`src/rtl/arb_pkg.sv`:
```
// Shared definitions for the data memory arbiter: FSM state encoding and the
// default word width / depth that DataMemory is also built with.
package arb_pkg;

    localparam int ARB_WIDTH = 36;
    localparam int ARB_DEPTH = 2048;

    typedef enum logic [1:0] {
        IDLE    = 2'd0,
        ACCESS  = 2'd1,
        RESPOND = 2'd2
    } arbState_t;

endpackage

```
`src/rtl/data_memory_arbiter_if.sv`:
```
// Core-side request bus plus DataMemory port as seen by the arbiter.
// master = arbiter side, slave = cores and memory side.
interface data_memory_arbiter_if #(
    parameter int NUM_CORES  = 4,
    parameter int WIDTH      = 36,
    parameter int ADDR_WIDTH = 11
);
    logic [NUM_CORES-1:0]            coreReq;
    logic [NUM_CORES-1:0]            coreWriteEn;
    logic [NUM_CORES*ADDR_WIDTH-1:0] coreAddress;
    logic [NUM_CORES*WIDTH-1:0]      coreDataIn;
    logic [NUM_CORES-1:0]            coreDone;
    logic [NUM_CORES-1:0]            coreAck;
    logic [WIDTH-1:0]                coreDataOut;
    logic                            memWriteEn;
    logic [ADDR_WIDTH-1:0]           memAddress;
    logic [WIDTH-1:0]                memDataIn;
    logic [WIDTH-1:0]                memDataOut;
    logic                            memProcessDone;

    modport master (
        input  coreReq, coreWriteEn, coreAddress, coreDataIn, coreDone, memDataOut,
        output coreAck, coreDataOut, memWriteEn, memAddress, memDataIn, memProcessDone
    );

    modport slave (
        output coreReq, coreWriteEn, coreAddress, coreDataIn, coreDone, memDataOut,
        input  coreAck, coreDataOut, memWriteEn, memAddress, memDataIn, memProcessDone
    );

endinterface

```
`src/rtl/data_memory_arbiter_rr_arbiter.sv`:
```
// Combinational winner select, one-hot grant out.
// ARB_FIXED_PRIORITY_EN: lowest requesting index always wins, no lastGrant input.
module rr_arbiter #(
    parameter int NUM_CORES = 4,
    parameter int IDX_WIDTH = $clog2(NUM_CORES)
) (
    input  logic [NUM_CORES-1:0] req,
    output logic [NUM_CORES-1:0] grant
`ifndef ARB_FIXED_PRIORITY_EN
    ,
    input  logic [IDX_WIDTH-1:0] lastGrant
`endif
);

    logic found;

`ifdef ARB_FIXED_PRIORITY_EN
    always_comb begin
        grant = '0;
        found = 1'b0;
        for (int i = 0; i < NUM_CORES; i++) begin
            if (!found && req[i]) begin
                grant[i] = 1'b1;
                found    = 1'b1;
            end
        end
    end
`else
    // Scan offsets 1..NUM_CORES past the last winner; compare against each
    // constant index so no variable bit-select is needed.
    always_comb begin
        grant = '0;
        found = 1'b0;
        for (int off = 1; off <= NUM_CORES; off++) begin
            for (int i = 0; i < NUM_CORES; i++) begin
                if (!found && req[i] && (i == ((int'(lastGrant) + off) % NUM_CORES))) begin
                    grant[i] = 1'b1;
                    found    = 1'b1;
                end
            end
        end
    end
`endif

endmodule

```
`src/rtl/data_memory_arbiter.sv`:
```
// Serialises NUM_CORES load/store requests onto the single DataMemory port.
// ARB_FIXED_PRIORITY_EN selects fixed priority instead of round-robin.
//
// state   | meaning
// IDLE    | waiting for a request; winner fields latched on leaving
// ACCESS  | memory access in progress, READ_LATENCY cycles
// RESPOND | one-cycle coreAck to the winner
module data_memory_arbiter
    import arb_pkg::*;
#(
    parameter int NUM_CORES    = 4,
    parameter int WIDTH        = ARB_WIDTH,
    parameter int DEPTH        = ARB_DEPTH,
    parameter int ADDR_WIDTH   = $clog2(DEPTH),
    parameter int READ_LATENCY = 1
) (
    input  logic                 clock,
    input  logic                 resetN,
    data_memory_arbiter_if.master bus
);

    localparam int IDX_WIDTH = $clog2(NUM_CORES);
    localparam int CNT_WIDTH = (READ_LATENCY > 1) ? $clog2(READ_LATENCY) : 1;
    localparam logic [CNT_WIDTH-1:0] CNT_INIT = CNT_WIDTH'(READ_LATENCY - 1);

    arbState_t             state, stateNext;
    logic [CNT_WIDTH-1:0]  cnt, cntNext;
    logic [NUM_CORES-1:0]  grant;
    logic [NUM_CORES-1:0]  ackVec;
    logic [IDX_WIDTH-1:0]  winner, winnerSel;
    logic                  writeReg, selWrite;
    logic [ADDR_WIDTH-1:0] addrReg, selAddr;
    logic [WIDTH-1:0]      dataReg, selData;
    logic [WIDTH-1:0]      readReg;
    logic                  loadFields, captureRead;
    logic                  doneReg;

`ifdef ARB_FIXED_PRIORITY_EN
    rr_arbiter #(.NUM_CORES(NUM_CORES)) uArb (
        .req   (bus.coreReq),
        .grant (grant)
    );
`else
    logic [IDX_WIDTH-1:0] lastGrant;

    rr_arbiter #(.NUM_CORES(NUM_CORES)) uArb (
        .req       (bus.coreReq),
        .grant     (grant),
        .lastGrant (lastGrant)
    );

    // Reset value makes core 0 the first winner.
    always_ff @(posedge clock or negedge resetN) begin
        if (!resetN) begin
            lastGrant <= IDX_WIDTH'(NUM_CORES - 1);
        end else if (state == RESPOND) begin
            lastGrant <= winner;
        end
    end
`endif

    always_comb begin
        winnerSel = '0;
        selWrite  = 1'b0;
        selAddr   = '0;
        selData   = '0;
        for (int i = 0; i < NUM_CORES; i++) begin
            if (grant[i]) begin
                winnerSel = IDX_WIDTH'(i);
                selWrite  = bus.coreWriteEn[i];
                selAddr   = bus.coreAddress[i*ADDR_WIDTH +: ADDR_WIDTH];
                selData   = bus.coreDataIn[i*WIDTH +: WIDTH];
            end
        end
    end

    always_ff @(posedge clock or negedge resetN) begin
        if (!resetN) begin
            state <= IDLE;
            cnt   <= '0;
        end else begin
            state <= stateNext;
            cnt   <= cntNext;
        end
    end

    always_comb begin
        stateNext   = state;
        cntNext     = cnt;
        loadFields  = 1'b0;
        captureRead = 1'b0;
        case (state)
            IDLE: begin
                if (|bus.coreReq) begin
                    stateNext  = ACCESS;
                    cntNext    = CNT_INIT;
                    loadFields = 1'b1;
                end
            end
            ACCESS: begin
                if (cnt == '0) begin
                    stateNext   = RESPOND;
                    captureRead = !writeReg;
                end else begin
                    cntNext = cnt - 1'b1;
                end
            end
            RESPOND: begin
                stateNext = IDLE;
            end
            default: begin
                stateNext = IDLE;
            end
        endcase
    end

    always_comb begin
        ackVec = '0;
        for (int i = 0; i < NUM_CORES; i++) begin
            ackVec[i] = (state == RESPOND) && (winner == IDX_WIDTH'(i));
        end
    end

    always_ff @(posedge clock or negedge resetN) begin
        if (!resetN) begin
            winner   <= '0;
            writeReg <= 1'b0;
            addrReg  <= '0;
            dataReg  <= '0;
            readReg  <= '0;
            doneReg  <= 1'b0;
        end else begin
            if (loadFields) begin
                winner   <= winnerSel;
                writeReg <= selWrite;
                addrReg  <= selAddr;
                dataReg  <= selData;
            end
            if (captureRead) begin
                readReg <= bus.memDataOut;
            end
            // Sticky: only reset clears it.
            if ((&bus.coreDone) && (state == IDLE) && (bus.coreReq == '0)) begin
                doneReg <= 1'b1;
            end
        end
    end

    // Counter sits at CNT_INIT only in the first ACCESS cycle: one write pulse per store.
    assign bus.memWriteEn     = (state == ACCESS) && (cnt == CNT_INIT) && writeReg;
    assign bus.memAddress     = addrReg;
    assign bus.memDataIn      = dataReg;
    assign bus.coreDataOut    = readReg;
    assign bus.coreAck        = ackVec;
    assign bus.memProcessDone = doneReg;

endmodule

```
`src/flat_wrapper.sv`:
```
// flat-port wrapper written by rule: the top's interface ports become plain ports
module data_memory_arbiter_flat import arb_pkg::*;
#(
    parameter int NUM_CORES    = 4,
    parameter int WIDTH        = ARB_WIDTH,
    parameter int DEPTH        = ARB_DEPTH,
    parameter int ADDR_WIDTH   = $clog2(DEPTH),
    parameter int READ_LATENCY = 1
)
  (clock, resetN, bus_coreReq, bus_coreWriteEn, bus_coreAddress, bus_coreDataIn, bus_coreDone, bus_memDataOut, bus_coreAck, bus_coreDataOut, bus_memWriteEn, bus_memAddress, bus_memDataIn, bus_memProcessDone);
  data_memory_arbiter_if #(.NUM_CORES(NUM_CORES), .WIDTH(WIDTH), .ADDR_WIDTH(ADDR_WIDTH)) bus_i ();
  input  logic clock;
  input  logic resetN;
  input wire logic [$bits(bus_i.coreReq)-1:0] bus_coreReq;
  input wire logic [$bits(bus_i.coreWriteEn)-1:0] bus_coreWriteEn;
  input wire logic [$bits(bus_i.coreAddress)-1:0] bus_coreAddress;
  input wire logic [$bits(bus_i.coreDataIn)-1:0] bus_coreDataIn;
  input wire logic [$bits(bus_i.coreDone)-1:0] bus_coreDone;
  input wire logic [$bits(bus_i.memDataOut)-1:0] bus_memDataOut;
  output wire logic [$bits(bus_i.coreAck)-1:0] bus_coreAck;
  output wire logic [$bits(bus_i.coreDataOut)-1:0] bus_coreDataOut;
  output wire logic [$bits(bus_i.memWriteEn)-1:0] bus_memWriteEn;
  output wire logic [$bits(bus_i.memAddress)-1:0] bus_memAddress;
  output wire logic [$bits(bus_i.memDataIn)-1:0] bus_memDataIn;
  output wire logic [$bits(bus_i.memProcessDone)-1:0] bus_memProcessDone;
  assign bus_i.coreReq = bus_coreReq;
  assign bus_i.coreWriteEn = bus_coreWriteEn;
  assign bus_i.coreAddress = bus_coreAddress;
  assign bus_i.coreDataIn = bus_coreDataIn;
  assign bus_i.coreDone = bus_coreDone;
  assign bus_i.memDataOut = bus_memDataOut;
  assign bus_coreAck = bus_i.coreAck;
  assign bus_coreDataOut = bus_i.coreDataOut;
  assign bus_memWriteEn = bus_i.memWriteEn;
  assign bus_memAddress = bus_i.memAddress;
  assign bus_memDataIn = bus_i.memDataIn;
  assign bus_memProcessDone = bus_i.memProcessDone;
  data_memory_arbiter #(.NUM_CORES(NUM_CORES), .WIDTH(WIDTH), .DEPTH(DEPTH), .ADDR_WIDTH(ADDR_WIDTH), .READ_LATENCY(READ_LATENCY)) u_core (.clock(clock), .resetN(resetN), .bus(bus_i));
endmodule
```
`config.mk`:
```
export PLATFORM = sky130hd
export DESIGN_NAME = data_memory_arbiter_flat
export DESIGN_NICKNAME = d
export VERILOG_FILES = /design/src/rtl/arb_pkg.sv /design/src/rtl/data_memory_arbiter_if.sv /design/src/rtl/data_memory_arbiter_rr_arbiter.sv /design/src/rtl/data_memory_arbiter.sv /design/src/flat_wrapper.sv
export SDC_FILE = /design/constraint.sdc
export NUM_CORES = 1
export LEC_CHECK = 0
export CAP_MARGIN = 20
export CORE_MARGIN = 3
export CORE_UTILIZATION = 34
export CTS_BUF_LIST = sky130_fd_sc_hd__clkbuf_8
export DETAILED_ROUTE_END_ITERATION = 10
export PLACE_DENSITY_LB_ADDON = 0.1
export REMOVE_ABC_BUFFERS = 1
export SLEW_MARGIN = 10
export SYNTH_ARGS = -nofsm -noshare
export SYNTH_HDL_FRONTEND = slang
export SYNTH_HIERARCHICAL = 1
export SYNTH_SLANG_ARGS = --single-unit
```
`constraint.sdc`:
```
create_clock -name clock -period 1.95 [get_ports clock]
set_input_delay 0.39 -clock clock [delete_from_list [all_inputs] [get_ports clock]]
set_output_delay 0.39 -clock clock [all_outputs]
set_load 0.05 [all_outputs]
```
==> results of run 1 <==
-- worst max path at each step --
stage | slack [ns] | cells past startpoint | start | to
after floorplan | -2.34 | 5 | u_core/lastGrant[0] | u_core/bus.memAddress[0]
after global placement | -0.48 | 8 | bus_coreReq[3] | u_core/bus.memDataIn[21]
after detailed placement | -0.56 | 8 | bus_coreReq[3] | u_core/bus.memDataIn[5]
after CTS | -0.06 | 7 | u_core/lastGrant[1] | u_core/bus.memDataIn[5]
after global routing | -0.22 | 7 | u_core/lastGrant[1] | u_core/bus.memDataIn[32]
final | -0.14 | 8 | bus_coreReq[2] | u_core/bus.memDataIn[11]
-- where the power goes --
part	total, W	leakage [nW]	internal (W)	switching [W]
Combinational	0.00993	2.99	0.00377	0.00616
Clock	0.00128	0.103	0.000617	0.000660
Sequential	0.00350	1.05	0.00291	0.000597
Total	0.0147	4.14	0.00729	0.00742
-- layout by cell type (no fill, tap or decap), types with 3 or more instances in the layout --
| master | count |
|---|---|
| inv_1 | 51 |
| nand3b_1 | 48 |
| mux2_2 | 36 |
| a22o_1 | 48 |
| buf_6 | 3 |
| clkbuf_8 | 10 |
| nand2_1 | 36 |
| dlygate4sd2_1 | 13 |
| a31oi_2 | 3 |
| clkdlybuf4s50_1 | 236 |
| clkinv_2 | 3 |
| dfrtp_1 | 88 |
| nand2_4 | 5 |
| a31oi_1 | 44 |
| buf_8 | 3 |
| buf_4 | 65 |
| a21oi_1 | 102 |
| buf_12 | 14 |
| nand2_2 | 13 |
| dlymetal6s2s_1 | 25 |
| nor2_1 | 7 |
-- critical path, delay by kind of cell --
family / cells / cell delay, ns
and+or+nand+nor: 2 / 0.36
AOI/OAI and AO/OA: 3 / 0.65
buffers and inverters: 3 / 0.98
-- cell type report --
| class | count | area share, % |
|---|---|---|
| repair buffers | 364 | 40.7 |
| multi-input cells | 368 | 27.9 |
| flip-flops and latches | 91 | 24.7 |
| well taps | 184 | 2.50 |
| inverters | 51 | 2.08 |
| clock buffers | 10 | 1.49 |
| clock inverters | 6 | 0.611 |
-- through the flow --
step / util [%] / total power, W / std cells / setup WS [ns] / TNS [ns]
6_report: 62.9 / 0.0147 / 1074 / -0.143 / -4.76
5_1_grt: 62.9 / 0.0155 / 1074 / -0.219 / -8.98
3_3_place_gp: 58.5 / 0.0129 / 1043 / -0.480 / -23.01
2_1_floorplan: - / 0.00952 / 509 / -2.34 / -143.34
3_5_place_dp: 58.5 / 0.0131 / 1043 / -0.557 / -25.89
4_1_cts: 61.0 / 0.0145 / 1068 / -0.0620 / -1.75
-- cells by family (layout without fill, tap and decap cells) --
logic type	count (synthesis)	count (layout)
mux	36	36
simple gates	125	126
flops	91	91
buf+inv	105	431
compound gates	206	206
-- state kept, by name, summed over array words and instances (netlist names) --
| name | count |
|---|---|
| u_core/bus.coreDataOut | 36 |
| u_core/bus.memDataIn | 36 |
| u_core/bus.memAddress | 11 |
| u_core/lastGrant | 2 |
| u_core/state | 2 |
| u_core/winner | 2 |
| u_core/bus.memProcessDone | 1 |
| u_core/writeReg | 1 |
-- metal layers --
metal	vias up	share of wire [%]	global-route usage, %
li1	2649	-	-
met1	2656	38	26.4
met2	266	52	41.6
met3	28	8.3	5.98
met4	0	2.1	7.47
met5	-	0	0
-- repair_timing --
| action | 4_1_cts | 5_1_grt |
|---|---|---|
| hold endpoints to repair | 23 | 0 |
| gates cloned | 3 | 3 |
| buffers inserted | 5 | 3 |
| pin swaps | 3 | 22 |
| hold buffers | 1 | 0 |
| setup endpoints to repair | 60 | 77 |
| resized for setup | 33 | 64 |
==> results.tsv, run 1 <==
stage	metric	value	unit
drt	wl	20600	um
layout	multi_input_area	0.00257	mm2
timing	fin_crit_sh	107	%
worst_setup_path	critPathKind	input port to flip-flop	
timing	final.setup.worst_slack	-0.143	ns
synthesis	synth-xor-area-share	0	%
cts	ctsRootBufferMaster	clkbuf_8	
timing	final_hold_viol_count	0	
synthesis	ys_seq_area_share	44.4	%
synthesis	synthDistinctLibCells	31	
worst_setup_path	r2r-end	u_core/bus.memDataIn[11]	
worst_hold_path	hp-class	flip-flop to flip-flop	
synthesis	synth_ff_type	dfrtp_1	
synthesis	yosys_warnings	6	
cts	cts_max_path_buffers	2	
worst_setup_path	critPathMaxStageDelay	0.55	ns
cts	worstSkewPairLatency	0.36	ns
layout	fillers	1220	
die	die_area	0.0166	mm2
layout	final_cell_area	0.00922	mm2
layout	drive_gt1_share	20.3	%
die	io_pins	327	
worst_setup_path	rr_startpoint	u_core/lastGrant[1]	
outcome	status	finished with violations	
worst_setup_path	cp.arrival	2.38	ns
worst_setup_path	crit_fanout	7	
synthesis	syn_avg_cell_area	9.13	um2
worst_setup_path	r2r_slack	-0.14	ns
worst_setup_path	worst_setup_path_end_kind	flip-flop	
global_route	grt_pass1_wl	29900	um
drt	wire_per_inst	19.2	um
drt	avgViaCountPerCell	5.21	
synthesis	synth_compound_area_share	25.2	%
timing	tightest_slew	0.568	ns
synthesis	synth_most_common_cell	a21oi_1	
worst_setup_path	crit_slowest_cell	clkdlybuf4s50_1	
worst_hold_path	min_path_cells	1	
worst_hold_path	hold_path.startpoint	u_core/bus.memProcessDone	
synthesis	synthMuxAreaShare	7.89	%
timing	fin_crit	2.09	ns
timing	rsz0062_at_grt	yes	
outcome	violations	negative setup slack	
drt	drc	0	
drt	vias	5599	
synthesis	yosysTopAreaCellShare	43.4	%
synthesis	synthesis.instances	563	
die	die_y	129	um
timing	fmax	0.478	GHz
cts	numCtsBuffers	9	
die	initial_core_util	35.1	%
die	row_count	44	
synthesis	synth_top_cell_by_area	dfrtp_1	
timing	finalClockSkew	0.00652	ns
global_route	globalRouteOverflowTotal	0	
drt	antenna_left	0	
synthesis	synth_commonest_cells	a21oi_1 (102), dfrtp_1 (89), nand2_1 (54)	
flow_run	drv_cap	0	
timing	setup_violations	48	
cts	cts_tree	done	
synthesis	synth_simple_gate_area_share	13.6	%
synthesis	netlist_area	0.00514	mm2
power	vdd_drop_max	0.667	mV
drt	drtIter0Drc	206	
cts	h-tree-depth	3	
cts	clkTransAtPathRegs	0.09	ns
layout	area_growth	79.4	%
placed_design	dp_hpwl	14700	um
timing	slew_viol_final	0	
power	power_density	1600	mW/mm2
synthesis	ys_async_sr_fraction	100	%
worst_hold_path	hold_end	u_core/bus.memProcessDone	
drt	drt-pass1-iter-count	5	
worst_setup_path	cp-start-kind	input port	
die	dieWidth	129	um
worst_setup_path	worst-r2r-cell-count	7	
global_route	grt_max_degree	52	
layout	antenna_cells	0	
worst_setup_path	cp.required	2.23	ns
layout	register_area	0.00228	mm2
global_route	antenna_found_initial	0	
worst_setup_path	cp_cell_sequence	clkdlybuf4s50_1 -> a211oi_2 -> o31a_2 -> nor4b_4 -> buf_6 -> clkbuf_16 -> nand2_1 -> a31oi_1	
timing	hold_ws	0.489	ns
global_route	grt_pass1_vias	5646	
placed_design	placed_area	0.00857	mm2
synthesis	ys_top_cells_by_area	dfrtp_1 (43%), a21oi_1 (9.9%), a22o_1 (8.2%)	
placed_design	port_buffers	326	
die	core_region_area	0.0146	mm2
synthesis	ys_ff_latch	91	
layout	final_nets	1123	
cts	numClockSinks	91	
synthesis	synth_top_family_by_area	compound AO/OA/AOI/OAI gates	
timing	slew_headroom	62.1	%
synthesis	synthAdderAreaFrac	0	%
placed_design	routabilityCongestion	0.874	
power	power.leakage	4.14	nW
global_route	track_usage	23.0	%
synthesis	synth_edf_count	0	
(Power assumes the default switching activity.)
==> inputs of run 2 (changes only) <==
--- a/config.mk
+++ b/config.mk
@@ -6,8 +6,10 @@
 export NUM_CORES = 1
 export LEC_CHECK = 0
 export CAP_MARGIN = 20
+export CELL_PAD_IN_SITES_DETAIL_PLACEMENT = 1
+export CELL_PAD_IN_SITES_GLOBAL_PLACEMENT = 1
 export CORE_MARGIN = 3
-export CORE_UTILIZATION = 34
+export CORE_UTILIZATION = 24
 export CTS_BUF_LIST = sky130_fd_sc_hd__clkbuf_8
 export DETAILED_ROUTE_END_ITERATION = 10
 export PLACE_DENSITY_LB_ADDON = 0.1
==> run 2 against run 1 <==
Effect of this change: the run still ends with negative setup slack left; sequential share of layout area is 0.29 points lower; cell count rose by 8.0%; wire length increased by 16%; sequential power barely moved; core utilization decreased by 18 points; critical path depth fell by 1; highest routed layer unchanged.
==> results.tsv, run 2 (synthesis gave the netlist of run 1 again) <==
stage	metric	value	unit
outcome	status	finished with violations	
outcome	violations	negative setup slack	
timing	rsz0062_at_grt	yes	
worst_setup_path	cp.arrival	2.37	ns
layout	final_common_cell	clkdlybuf4s50_1	
power	p_comb_share	68.1	%
cts	worstSkewPairLatency	0.36	ns
worst_setup_path	crit_fanout	18	
die	initial_core_util	24.9	%
drt	wire_per_inst	20.6	um
power	p_switching	0.00763	W
worst_hold_path	hp-class	input port to asynchronous set/reset pin	
worst_setup_path	critPathKind	flip-flop to flip-flop	
timing	finalClockSkew	0.00757	ns
timing	fmax	0.477	GHz
power	total_power	0.0148	W
placed_design	dp_cells	1127	
timing	slew_headroom	62.2	%
drt	avgViaCountPerCell	4.83	
cts	cts_max_path_buffers	2	
layout	fin_util	45.2	%
layout	final_nets	1122	
worst_setup_path	cp-start-kind	flip-flop	
cts	cts_tree	done	
worst_setup_path	r2r_slack	-0.15	ns
cts	numCtsBuffers	9	
die	row_count	52	
die	core_region_area	0.0206	mm2
drt	wl	23900	um
cts	ctsHoldBuffers	0	
layout	fillers	2327	
power	power_density	1590	mW/mm2
layout	multi_input_area	0.00257	mm2
drt	vias	5601	
layout	register_area	0.00228	mm2
timing	final_hold_viol_count	0	
layout	drive_gt1_share	20.7	%
timing	tightest_slew	0.566	ns
cts	numClockSinks	91	
power	power.leakage	4.07	nW
global_route	grt_max_degree	40	
die	io_pins	327	
global_route	grt_pass1_wl	36000	um
global_route	track_usage	19.5	%
flow_run	drv_cap	0	
power	p_int	0.00719	W
placed_design	placed_area	0.00867	mm2
layout	final_cells	1160	
worst_setup_path	worst_setup_path_end_kind	flip-flop	
drt	drc	0	
die	dieWidth	152	um
timing	final.setup.worst_slack	-0.147	ns
placed_design	port_buffers	326	
global_route	grt_pass1_vias	6187	
global_route	globalRouteOverflowTotal	0	
worst_setup_path	cp.required	2.22	ns
timing	setup_violations	50	
layout	final_cell_area	0.00933	mm2
placed_design	dp_hpwl	17200	um
power	pwr-share-clk	8.3	%
cts	h-tree-depth	3	
cts	ctsRootBufferMaster	clkbuf_8	
cts	clkTransAtPathRegs	0.10	ns
power	vdd_drop_max	0.386	mV
timing	slew_viol_final	0	
drt	drt-pass1-iter-count	4	
timing	fin_crit_sh	108	%
die	die_area	0.0232	mm2
timing	fin_crit	2.10	ns
die	die_y	152	um
placed_design	routabilityCongestion	0.792	
power	switching_share	51.5	%
layout	area_growth	81.6	%
global_route	antenna_found_initial	1	
drt	drtIter0Drc	156	
layout	layout_common_cells	clkdlybuf4s50_1 (235), a21oi_1 (100), dfrtp_1 (88)	
drt	antenna_left	0	
power	power_frac_seq	23.6	%
==> run 2: changes by cell type in the layout (fill, tap and decap cells not counted), sizes merged <==
cell / delta
buf: +1
bufinv: -1
clkbuf: -2
clkdlybuf4s50: -1
clkinv: -1
clkinvlp: +1
diode: +1
dlygate4sd2: +9
dlygate4sd3: -1
dlymetal6s2s: -8
inv: +2
==> run 2: final cells by class <==
class / count / area share [%]
well taps: 270 / 3.62
diodes: 1 / 0.0268
multi-input cells: 368 / 27.6
inverters: 51 / 2.05
clock buffers: 9 / 1.33
clock inverters: 7 / 0.630
repair buffers: 363 / 40.3
flip-flops and latches: 91 / 24.5
==> run 2: metrics by stage <==
stage	setup TNS (ns)	worst slack, ns	hold slack [ns]
2_1_floorplan	-143.34	-2.34	0.0944
3_3_place_gp	-21.46	-0.479	0.432
5_1_grt	-9.33	-0.236	0.0275
4_1_cts	-3.52	-0.124	0.0170
6_report	-5.19	-0.147	0.0118
3_5_place_dp	-24.41	-0.557	0.439
==> run 2: timing repair <==
action / in CTS / in global routing
setup buffers: 9 / 1
resized for setup: 55 / 44
cloned: 7 / 1
pin swaps: 9 / 27
setup endpoints to repair: 72 / 70
hold endpoints to repair: 0 / 0
==> run 2: critical path, stage by stage (launching register included) <==
cell      delay (ns)
dfstp_2         0.63
a211oi_2        0.07
o31a_4          0.42
nor4b_4         0.28
buf_6           0.20
buf_12          0.16
nand2_1         0.07
a31oi_1         0.17
==> run 2: path summary, 6_finish.rpt <==
kind | to | from | cells past startpoint
setup reg to reg | u_core/bus.memDataIn[28] | u_core/lastGrant[1] | 7
hold reg to reg | u_core/bus.memProcessDone | u_core/bus.memProcessDone | 1
setup / recovery | u_core/bus.memDataIn[28] | u_core/lastGrant[1] | 7
max in group asynchronous | u_core/bus.memDataIn[0] | resetN | 2
min in group clock | u_core/bus.memProcessDone | u_core/bus.memProcessDone | 1
hold / removal | u_core/bus.memDataIn[4] | resetN | 1
==> run 2: power by group through the flow <==
stage / Sequential, W / Clock [W] / Combinational (W)
after floorplan: 0.00657 / 0 / 0.00294
after global placement: 0.00348 / 0 / 0.00948
after detailed placement: 0.00353 / 0 / 0.00966
after CTS: 0.00349 / 0.00131 / 0.0101
after global routing: 0.00363 / 0.00139 / 0.0107
final: 0.00349 / 0.00123 / 0.0101
==> run 2: routing by layer <==
layer | wire, um | vias to the layer above | part of all wire, % | GRT usage [%]
met5 | 0 | - | 0 | 0
met3 | 1810 | 25 | 7.6 | 5.62
met2 | 12000 | 239 | 50 | 34.1
met4 | 425 | 0 | 1.8 | 5.35
met1 | 9690 | 2683 | 41 | 23.5
li1 | - | 2654 | - | -
